### config.mk
export PLATFORM = sky130hd
export DESIGN_NAME = mulhalfprecision_iter
export DESIGN_NICKNAME = d
export VERILOG_FILES = /design/src/rtl/fp16_pkg.sv /design/src/rtl/fp16_normalize.sv /design/src/rtl/mulhalfprecision_iter.sv
export SDC_FILE = /design/constraint.sdc
export NUM_CORES = 1
export LEC_CHECK = 0
export ABC_CLOCK_PERIOD_IN_PS = 3000
export CAP_MARGIN = 20
export CORE_MARGIN = 2
export CORE_UTILIZATION = 64
export CTS_BUF_LIST = sky130_fd_sc_hd__clkbuf_16
export DETAILED_ROUTE_END_ITERATION = 7
export DONT_BUFFER_PORTS = 1
export PLACE_DENSITY = 0.81
export RECOVER_POWER = 100
export SLEW_MARGIN = 10
export SYNTH_ARGS = -nofsm -noshare
export SYNTH_HDL_FRONTEND = slang
export SYNTH_SLANG_ARGS = --single-unit
export TNS_END_PERCENT = 1
### constraint.sdc
create_clock -name i_Clock -period 3 [get_ports i_Clock]
set_clock_uncertainty 0.05 [all_clocks]
set_input_delay 0.45 -clock i_Clock [delete_from_list [all_inputs] [get_ports i_Clock]]
set_output_delay 0.45 -clock i_Clock [all_outputs]
set_load 0.05 [all_outputs]
### src/rtl/fp16_pkg.sv
// fp16_pkg: shared half-precision field helpers, constants and FSM encoding
package fp16_pkg;
  localparam int EXP_W  = 5;
  localparam int MANT_W = 10;
  localparam int BIAS   = 15;
  localparam logic [15:0] FP16_ZERO       = 16'h0000;
  localparam logic [14:0] FP16_MAX_FINITE = 15'h7BFF;
  typedef enum logic [2:0] {S_IDLE, S_ZERO, S_MUL, S_NORM, S_DONE} state_t;
  function automatic logic fp_sign(input logic [15:0] x);
    return x[15];
  endfunction
  function automatic logic [EXP_W-1:0] fp_exp(input logic [15:0] x);
    return x[14:10];
  endfunction
  function automatic logic [MANT_W-1:0] fp_mant(input logic [15:0] x);
    return x[9:0];
  endfunction
endpackage

### src/rtl/fp16_normalize.sv
// fp16_normalize: exponent adjust, saturate/flush and packing of a raw significand product
module fp16_normalize
  import fp16_pkg::*;
(
  input  logic              sign_i,
  input  logic signed [6:0] exp_sum_i,
  input  logic [11:0]       p_i,
  output logic [15:0]       product_o,
  output logic              overflow_o,
  output logic              underflow_o
);
  logic signed [6:0] bias_s;
  logic signed [6:0] e;
  logic [MANT_W-1:0] m;
  assign bias_s      = 7'(BIAS);
  // p_i is the top 12 bits of a product in [2^20, 2^22); the MSB selects the binade
  assign e           = exp_sum_i - bias_s + (p_i[11] ? 7'sd1 : 7'sd0);
  assign m           = p_i[11] ? p_i[10:1] : p_i[9:0];
  assign overflow_o  = e >= 7'sd31;
  assign underflow_o = !overflow_o && e <= 7'sd0;
  assign product_o   = overflow_o ? {sign_i, FP16_MAX_FINITE} :
                       underflow_o ? FP16_ZERO : {sign_i, e[EXP_W-1:0], m};
endmodule

### src/rtl/mulhalfprecision_iter.sv
// mulhalfprecision_iter: multi-cycle fp16 multiplier, LSB-first shift-add significand product
module mulhalfprecision_iter
  import fp16_pkg::*;
(
  input  logic        i_Clock,
  input  logic        i_Reset,
  input  logic        i_Start,
  input  logic [15:0] i_Multiplicand,
  input  logic [15:0] i_Multiplier,
  output logic        o_Busy,
  output logic        o_Done,
  output logic [15:0] o_Product,
  output logic        o_Overflow,
  output logic        o_Underflow
);
  state_t            state_q;
  logic              sign_q;
  logic signed [6:0] exp_sum_q;
  logic [21:0]       a_q;
  logic [21:0]       acc_q;
  logic [10:0]       b_q;
  logic [3:0]        cnt_q;
  logic              busy_q, done_q, ovf_q, unf_q;
  logic [15:0]       product_q;
  logic [15:0]       norm_p;
  logic              norm_o, norm_u;
  logic              zero_op;
  assign zero_op = fp_exp(i_Multiplicand) == '0 || fp_exp(i_Multiplier) == '0;
  fp16_normalize u_norm (
    .sign_i      (sign_q),
    .exp_sum_i   (exp_sum_q),
    .p_i         (acc_q[21:10]),
    .product_o   (norm_p),
    .overflow_o  (norm_o),
    .underflow_o (norm_u)
  );
  always_ff @(posedge i_Clock) begin
    if (i_Reset) begin
      state_q   <= S_IDLE;
      sign_q    <= 1'b0;
      exp_sum_q <= '0;
      a_q       <= '0;
      acc_q     <= '0;
      b_q       <= '0;
      cnt_q     <= '0;
      busy_q    <= 1'b0;
      done_q    <= 1'b0;
      product_q <= FP16_ZERO;
      ovf_q     <= 1'b0;
      unf_q     <= 1'b0;
    end else begin
      done_q <= 1'b0;
      case (state_q)
        S_IDLE: begin
          // the o_Done cycle still sits in IDLE, so a start there is refused
          if (i_Start && !done_q) begin
            sign_q    <= fp_sign(i_Multiplicand) ^ fp_sign(i_Multiplier);
            exp_sum_q <= 7'(fp_exp(i_Multiplicand)) + 7'(fp_exp(i_Multiplier));
            a_q       <= {11'b0, 1'b1, fp_mant(i_Multiplicand)};
            b_q       <= {1'b1, fp_mant(i_Multiplier)};
            acc_q     <= '0;
            cnt_q     <= 4'd10;
            busy_q    <= 1'b1;
            state_q   <= zero_op ? S_ZERO : S_MUL;
          end
        end
        S_MUL: begin
          acc_q   <= b_q[0] ? acc_q + a_q : acc_q;
          a_q     <= a_q << 1;
          b_q     <= b_q >> 1;
          cnt_q   <= cnt_q - 4'd1;
          state_q <= cnt_q == 4'd0 ? S_NORM : S_MUL;
        end
        S_NORM: begin
          product_q <= norm_p;
          ovf_q     <= norm_o;
          unf_q     <= norm_u;
          state_q   <= S_DONE;
        end
        S_ZERO: begin
          product_q <= FP16_ZERO;
          ovf_q     <= 1'b0;
          unf_q     <= 1'b0;
          state_q   <= S_DONE;
        end
        S_DONE: begin
          done_q  <= 1'b1;
          busy_q  <= 1'b0;
          state_q <= S_IDLE;
        end
        default: state_q <= S_IDLE;
      endcase
    end
  end
  assign o_Busy      = busy_q;
  assign o_Done      = done_q;
  assign o_Product   = product_q;
  assign o_Overflow  = ovf_q;
  assign o_Underflow = unf_q;
endmodule

==> results of run 1 <==
==> logic make-up after synthesis <==
family                     Yosys count
DFF                                 89
buffers and inverters               53
adders and majority gates           33
muxes                               12
xor gates and xnor gates            25
and+or+nand+nor                    204
AOI/OAI and AO/OA                  157
==> layer usage <==
metal  global-route usage, %  part of all wire (%)  vias to the layer above
met5                       0                     0                        -
li1                        -                     -                     2024
met4                    6.15                   1.6                        0
met3                    6.54                   5.2                       16
met1                    34.3                    45                     1935
met2                    45.8                    49                      104
==> flip-flops by register name (all words and copies together) (netlist names) <==
name / flops
a_q: 22
acc_q: 22
o_Product: 16
b_q: 11
exp_sum_q: 6
cnt_q: 4
state_q: 3
o_Busy: 1
o_Done: 1
o_Overflow: 1
o_Underflow: 1
sign_q: 1
==> critical path, cell delays in order, from the launching register on <==
cell and delay [ns]:
dfxtp_1 0.34, ha_1 0.37, a21o_1 0.22, a221oi_1 0.56
nand2_1 0.21, a41oi_1 0.33, o21ai_0 0.15, xor2_1 0.16
a22o_1 0.20
==> per-stage QoR <==
step                power (mW)  setup WS (ns)  utilization, %  instance area [µm²]
finish                    2.73          0.303            70.3                 5070
global route              2.84          0.147            70.3                 5070
CTS                       2.74          0.506            70.9                 5110
detailed placement        1.69          0.556            66.9                 4830
global placement          1.67          0.630            66.9                 4830
floorplan                 1.62          0.590               -                 4760
==> cells in the mapped netlist (all sizes together) (4+ instances only) <==
master  instances
a211oi          6
dfxtp          89
nor2b           5
a22oi          13
clkbuf         29
o21ai          13
xnor2          17
a22o           11
ha             31
mux2           10
a31oi          17
buf             4
nand3          22
inv            20
a21oi          49
a21o           12
nor2           39
xor2            8
a311oi         11
nor3           13
nand2         102
==> power by group through the flow <==
stage / sequential (mW) / clock, mW / combinational, mW
floorplan: 1.32 / 0 / 0.300
global placement: 1.33 / 0 / 0.339
detailed placement: 1.33 / 0 / 0.351
CTS: 1.31 / 1.08 / 0.355
global route: 1.32 / 1.13 / 0.395
finish: 1.31 / 1.07 / 0.351
==> cell type report <==
| class | instances | area share, % |
|---|---|---|
| multi-input cells | 431 | 54.2 |
| inverters | 20 | 1.48 |
| clock buffers | 9 | 4.44 |
| repair buffers | 9 | 1.13 |
| flip-flops and latches | 89 | 35.1 |
| well taps | 99 | 2.44 |
| clock inverters | 7 | 1.13 |
==> cells in the final DEF, fill, tap and decap left out, drive strengths merged, types with 8 or more instances in the layout <==
master  instances
dfxtp          89
nor3           13
a21oi          49
clkbuf         12
xnor2          17
a22o           11
o21ai          13
mux2           10
ha             31
nand2         102
a21o           12
nor2           39
a22oi          13
a311oi         11
nand3          22
a31oi          17
inv            25
xor2            8
==> final timing paths <==
check                                  start            to  slack (ns)
worst max register to register        a_q[8]     acc_q[18]        0.30
worst min-delay path                 i_Reset        a_q[4]        0.13
worst max-delay path                  a_q[8]     acc_q[18]        0.30
worst min register to register  exp_sum_q[0]  exp_sum_q[0]        0.40
==> results_dict.tcl, run 1 <==
set metrics [dict create \
    design.core.area_mm2 0.00721 \
    drt_first_pass_iters 5 \
    grt_max_degree 78 \
    antenna_found_initial 0 \
    synthFlopType "dfxtp_1" \
    ff2ff_path_depth 8 \
    synth_fa_ha_area_share_pct 8.99 \
    rsz0062_at_grt "false" \
    setup_tns_ns 0 \
    syn_to_final_growth_pct 6.57 \
    synth_nets 641 \
    clock_power_share_pct 39.2 \
    seqCellArea_mm2 0.00178 \
    cts.sinks 89 \
    place_hpwl_um 7370 \
    synth_mux_area_share_pct 2.79 \
    synth-xor-area-share_pct 4.60 \
    post_cts_resized 0 \
    synth_compound_area_share_pct 23.0 \
    start_util_pct 66.0 \
    report.final.slew_viol_count 0 \
    routedWlPerCell_um 16.0 \
    fill_cells 587 \
    ys_types 57 \
    post_cts_buffers 0 \
    rows 31 \
    synth_top_area_share_pct 37.4 \
    drv_cap 0 \
    relSlewSlack_pct 43.2 \
    ys_ff_latch 89 \
    overflow 0 \
    cp.required_ns 3.18 \
    n_antenna_cell 0 \
    multi_input_area_mm2 0.00275 \
    placed_cells 648 \
    antenna_left 0 \
    port_buffers 0 \
    die_h_um 90.2 \
    ctsHoldBuffers 0 \
    synthSimpleGateAreaFrac_pct 19.0 \
    holdWs_ns 0.128 \
    die_w_um 90.2 \
    drt_iter0_drc 242 \
    yosysWarnings 0 \
    powerDensity_mw_per_mm2 538 \
    routed_wl_um 10600 \
    ioPinCount 55 \
    syn-cell-area_mm2 0.00476 \
    worstMarginPinSlew_ns 0.848 \
    vdd_drop_max_uv 418 \
    p_leak_nw 2.08 \
    internal-power_mw 1.95 \
    max_freq_ghz 0.371 \
    syn_area_per_cell_um2 8.30 \
    grt_pass1_wl_um 18200 \
    comb_power_share_pct 12.9 \
    drc_errors 0 \
    via_per_inst 6.14 \
    switchingPower_uw 778 \
    yosysTopAreaCell "dfxtp_1" \
    netlist_instances 573 \
    root_buffer "clkbuf_16" \
    fin_nets 628 \
    hp-class "primary input to register" \
    drive_gt1_share_pct 6.90 \
    insertion_delay_ns 0.34 \
    period_share_pct 89.9 \
    tritoncts "built" \
    critical_path_class "register to register" \
    cp_max_fo 5 \
    finalHoldViolCount 0 \
    pwr-share-seq_pct 48.0 \
    gp_congestion 0.915 \
    dieArea_mm2 0.00814 \
    grt_usage_pct 26.8 \
    num_vias 4079 \
    synth.yosys.seq_area_share_pct 37.4 \
    setup.worst_path.end_class "register" \
    status "finished clean" \
    synth_edf_count 0 \
    clk_pin_slew_worst_paths_ns 0.06 \
    worst-endpoint-arrival_ns 2.88 \
    setup_viol 0 \
    cts-buffers-inserted 9 \
    period_minus_slack_ns 2.70 \
    synth.area.top_cells "dfxtp_1, ha_1, nand2_1" \
    grt_pass1_vias 3962 \
    htree_levels 3 \
    finalNonFillerCells 664 \
    ys_async_sr_fraction_pct 0 \
    cts_max_path_buffers 2 \
    critPathLaunchType "register" \
    switching_share_pct 28.5 \
    min_path_cells 1 \
    synth_top_family_by_area "compound AO/OA/AOI/OAI gates" \
]
Power figures use the tool's default switching activity.
==> inputs of run 2 (changes only) <==
--- a/config.mk
+++ b/config.mk
@@ -5,11 +5,12 @@
 export SDC_FILE = /design/constraint.sdc
 export NUM_CORES = 1
 export LEC_CHECK = 0
-export ABC_CLOCK_PERIOD_IN_PS = 3000
+export ABC_CLOCK_PERIOD_IN_PS = 2650
 export CAP_MARGIN = 20
 export CORE_MARGIN = 2
 export CORE_UTILIZATION = 64
 export CTS_BUF_LIST = sky130_fd_sc_hd__clkbuf_16
+export CTS_CLUSTER_SIZE = 30
 export DETAILED_ROUTE_END_ITERATION = 7
 export DONT_BUFFER_PORTS = 1
 export PLACE_DENSITY = 0.81
==> constraint.sdc (replaced) <==
create_clock -name i_Clock -period 2.65 [get_ports i_Clock]
set_clock_uncertainty 0.05 [all_clocks]
set_input_delay 0.53 -clock i_Clock [delete_from_list [all_inputs] [get_ports i_Clock]]
set_output_delay 0.53 -clock i_Clock [all_outputs]
set_load 0.05 [all_outputs]
==> results_dict.tcl, run 2 (same netlist as run 1, synthesis figures left out) <==
set metrics [dict create \
    die_h_um 90.2 \
    port_buffers 0 \
    design.core.area_mm2 0.00721 \
    cp.required_ns 2.83 \
    final_common_cell "nand2_1" \
    start_util_pct 66.0 \
    dieArea_mm2 0.00814 \
    finalHoldViolCount 0 \
    holdWs_ns 0.202 \
    reg2reg_from "a_q[7]" \
    met1_length_um 4770 \
    p_total_mw 3.15 \
    ioPinCount 55 \
    setup_tns_ns 0 \
    drive_gt1_share_pct 7.41 \
    powerDensity_mw_per_mm2 615 \
    critPathLaunchType "register" \
    drv_cap 0 \
    grt_usage_pct 27.7 \
    place_ws_ns 0.184 \
    finalWorstSetupSlack_ns 0.140 \
    routed_wl_um 10800 \
    antenna_found_initial 0 \
    clk_pin_slew_worst_paths_ns 0.07 \
    num_vias 4150 \
    min_from "i_Reset" \
    grt_pass1_wl_um 18900 \
    hp-class "primary input to register" \
    drc_errors 0 \
    period_minus_slack_ns 2.51 \
    period_share_pct 94.7 \
    slowest_delay_ns 0.37 \
    gp_congestion 0.872 \
    place_area_mm2 0.00484 \
    setup.worst_path.end_class "register" \
    insertion_delay_ns 0.34 \
    grt_max_degree 78 \
    syn_to_final_growth_pct 7.52 \
    vdd_drop_max_uv 372 \
    wl_met2_um 5320 \
    layout_common_cells "nand2_1, dfxtp_1, a21oi_1" \
    rsz0062_at_grt "true" \
    worst-endpoint-arrival_ns 2.69 \
    via_per_inst 6.23 \
    overflow 0 \
    place_hpwl_um 7650 \
    status "finished clean" \
    relSlewSlack_pct 45.6 \
    rows 31 \
    drt_first_pass_iters 5 \
    p_leak_nw 2.11 \
    cts-buffers-inserted 9 \
    placed_cells 650 \
    post_cts_buffers 0 \
    htree_levels 3 \
    cts_max_path_buffers 2 \
    path_cells "ha_1 > and3_2 > a221oi_4 > inv_2 > o21ai_0 > a21boi_1 > or3_1 > a32o_1" \
    routedWlPerCell_um 16.2 \
    worstMarginPinSlew_ns 0.816 \
    die_w_um 90.2 \
    max_freq_ghz 0.398 \
    antenna_left 0 \
    cp-startpoint "a_q[7]" \
    n_antenna_cell 0 \
    final_core_util_pct 70.9 \
    top_layer "met4" \
    final_area_mm2 0.00512 \
    fin_nets 630 \
    root_buffer "clkbuf_16" \
    finalNonFillerCells 666 \
    cts.sinks 89 \
    cp_max_fo 4 \
    report.final.slew_viol_count 0 \
    worst_path_max_delay_cell "or3_1" \
    critical_path_class "register to register" \
    tritoncts "built" \
    drt_iter0_drc 238 \
    setup_viol 0 \
    grt_pass1_vias 4143 \
    wl_met3_um 477 \
]
[run 2: cell types whose count changed in the layout (fill, tap and decap cells not counted), sizes merged]
cell    delta
clkbuf     +4
buf        -2
inv        -2
bufinv     +1
clkinv     +1
[run 2: worst paths after layout]
kind,endpoint,slack [ns],depth (start not counted)
worst max-delay path,acc_q[15],0.14,8
worst min-delay path,a_q[2],0.20,1
worst max register to register,acc_q[15],0.14,8
worst min register to register,acc_q[0],0.41,2
[run 2: per-layer routing]
layer / vias up / GRT usage [%]
met3: 23 / 4.69
met5: - / 0
met4: 0 / 11.0
met2: 107 / 47.0
li1: 2039 / -
met1: 1981 / 35.2
[run 2: cell type report]
class | instances | area, µm²
clock buffer | 9 | 225
clock inverter | 7 | 68.8
fill | 584 | 2100
inverter | 20 | 75.1
multi-input combinational | 431 | 2780
sequential | 89 | 1780
tap | 99 | 124
timing repair buffer | 11 | 61.3
[run 2: critical path: cells and delay by family, from the launching register on]
kind,cells,cell delay (ns)
AOI/OAI and AO/OA,4,0.98
DFF,1,0.33
buffers and inverters,1,0.04
and+or+nand+nor,2,0.63
adders and majority gates,1,0.35
[run 2: repair_timing]
item | 4_1_cts | 5_1_grt
hold buffers | 0 | 0
setup endpoints to repair | 0 | 17
endpoints found under the hold margin | 0 | 0
gates resized for setup | 0 | 3
[run 2: where the power goes]
group / switching [mW] / internal [mW] / leakage (nW) / total (mW)
registers: 0.0737 / 1.41 / 0.724 / 1.48
clock network: 0.532 / 0.730 / 0.147 / 1.26
logic: 0.255 / 0.147 / 1.24 / 0.401
==> inputs of run 3 (changes only) <==
--- a/config.mk
+++ b/config.mk
@@ -6,7 +6,8 @@
 export NUM_CORES = 1
 export LEC_CHECK = 0
 export ABC_CLOCK_PERIOD_IN_PS = 2650
-export CAP_MARGIN = 20
+export CAP_MARGIN = 30
+export CORE_ASPECT_RATIO = 1.75
 export CORE_MARGIN = 2
 export CORE_UTILIZATION = 64
 export CTS_BUF_LIST = sky130_fd_sc_hd__clkbuf_16
==> results_dict.tcl, run 3 (same netlist as run 1, synthesis figures left out) <==
set metrics [dict create \
    critical_path_class "register to register" \
    grt_usage_pct 27.8 \
    routedWlPerCell_um 16.9 \
    worstMarginPinSlew_ns 0.960 \
    start_util_pct 65.8 \
    antenna_found_initial 0 \
    routed_wl_um 11000 \
    grt_pass1_vias 4111 \
    insertion_delay_ns 0.35 \
    num_vias 4156 \
    status "finished clean" \
    drt_iter0_drc 261 \
    antenna_left 0 \
    setup_viol 0 \
    die_h_um 118 \
    rsz0062_at_grt "false" \
    cp.required_ns 2.84 \
    grt_max_degree 78 \
    setup_tns_ns 0 \
    setup.worst_path.end_class "register" \
    drive_gt1_share_pct 7.61 \
    gr-usage-met3_pct 5.05 \
    critPathLaunchType "register" \
    relSlewSlack_pct 36.0 \
    grt_pass1_wl_um 18600 \
    root_buffer "clkbuf_16" \
    p_leak_nw 2.11 \
    drt_first_pass_iters 4 \
    hp-class "primary input to register" \
    max_freq_ghz 0.399 \
    report.final.slew_viol_count 0 \
    tritoncts "built" \
    powerDensity_mw_per_mm2 634 \
    p_total_mw 3.25 \
    period_share_pct 94.5 \
    fin_nets 629 \
    htree_levels 3 \
    cts-buffers-inserted 9 \
    dieArea_mm2 0.00817 \
    drv_cap 0 \
    grtUsageMet2_pct 48.4 \
    vdd_drop_max_uv 526 \
    drc_errors 0 \
    clk_pin_slew_worst_paths_ns 0.06 \
    cts.sinks 89 \
    cp_max_fo 4 \
    rows 41 \
    ioPinCount 55 \
    period_minus_slack_ns 2.50 \
    finalHoldViolCount 0 \
    place_hpwl_um 7710 \
    via_per_inst 6.38 \
    port_buffers 0 \
    n_antenna_cell 0 \
    die_w_um 69.2 \
    final_common_cell "nand2_1" \
    cts_max_path_buffers 2 \
    overflow 0 \
    grt.busiest_layer "met2" \
    ff2ff_setup_slack_ns 0.15 \
    design.core.area_mm2 0.00723 \
    worst-endpoint-arrival_ns 2.70 \
    ctsHoldBuffers 0 \
    use_met1_pct 31.3 \
    holdWs_ns 0.208 \
    layout_common_cells "nand2_1, dfxtp_1, a21oi_1" \
    syn_to_final_growth_pct 7.81 \
    gp_congestion 0.918 \
]
## run 3: cell count changes in the layout (fill, tap and decap cells not counted), sizes merged
cell	change
buf	+1
bufinv	+1
clkbuf	-2
clkinv	+1
inv	-3
## run 3: final cells by class
class / instances / area [µm²]
clock buffers: 9 / 225
clock inverters: 6 / 93.8
fillers: 592 / 2100
inverters: 20 / 75.1
multi-input cells: 431 / 2790
flip-flops and latches: 89 / 1780
well taps: 86 / 108
repair buffers: 10 / 58.8
## run 3: final timing paths
path,from,end,cells after the start
max reg2reg,a_q[9],acc_q[17],9
max,a_q[9],acc_q[17],9
min,i_Reset,a_q[2],1
min reg2reg,exp_sum_q[0],exp_sum_q[0],2
## run 3: critical path: stages, from the launching register on
cell      delay (ns)
dfxtp_1         0.33
ha_1            0.37
and3_2          0.25
nand3_1         0.11
a21oi_1         0.29
o21ai_2         0.10
a21boi_1        0.38
a21oi_1         0.15
xnor2_1         0.16
a22o_1          0.20
## run 3: routing by layer
layer	wire, µm	share of wire (%)
met3	490	4.4
met4	486	4.4
met2	5800	53
met5	0	0
met1	4250	39
## run 3: metrics by stage
| step | cell area (µm²) | cells | util (%) | setup slack, ns |
|---|---|---|---|---|
| finish | 5130 | 651 | 70.9 | 0.146 |
| global route | 5130 | 651 | 70.9 | 0.0159 |
| CTS | 5140 | 651 | 71.1 | 0.182 |
| detailed placement | 4820 | 636 | 66.6 | 0.215 |
| global placement | 4820 | 636 | 66.6 | 0.245 |
| floorplan | 4760 | 573 | - | 0.240 |
## run 3: what timing repair did
item | in CTS | in global routing
setup endpoints to repair | 0 | 6
setup buffers | 0 | 0
gates resized for setup | 0 | 3
## run 3: power breakdown
part           leakage [nW]  switching [mW]  internal [mW]  total, mW
Combinational          1.24           0.255          0.150      0.405
Clock                 0.152           0.539          0.825       1.36
Sequential            0.724          0.0736           1.41       1.48
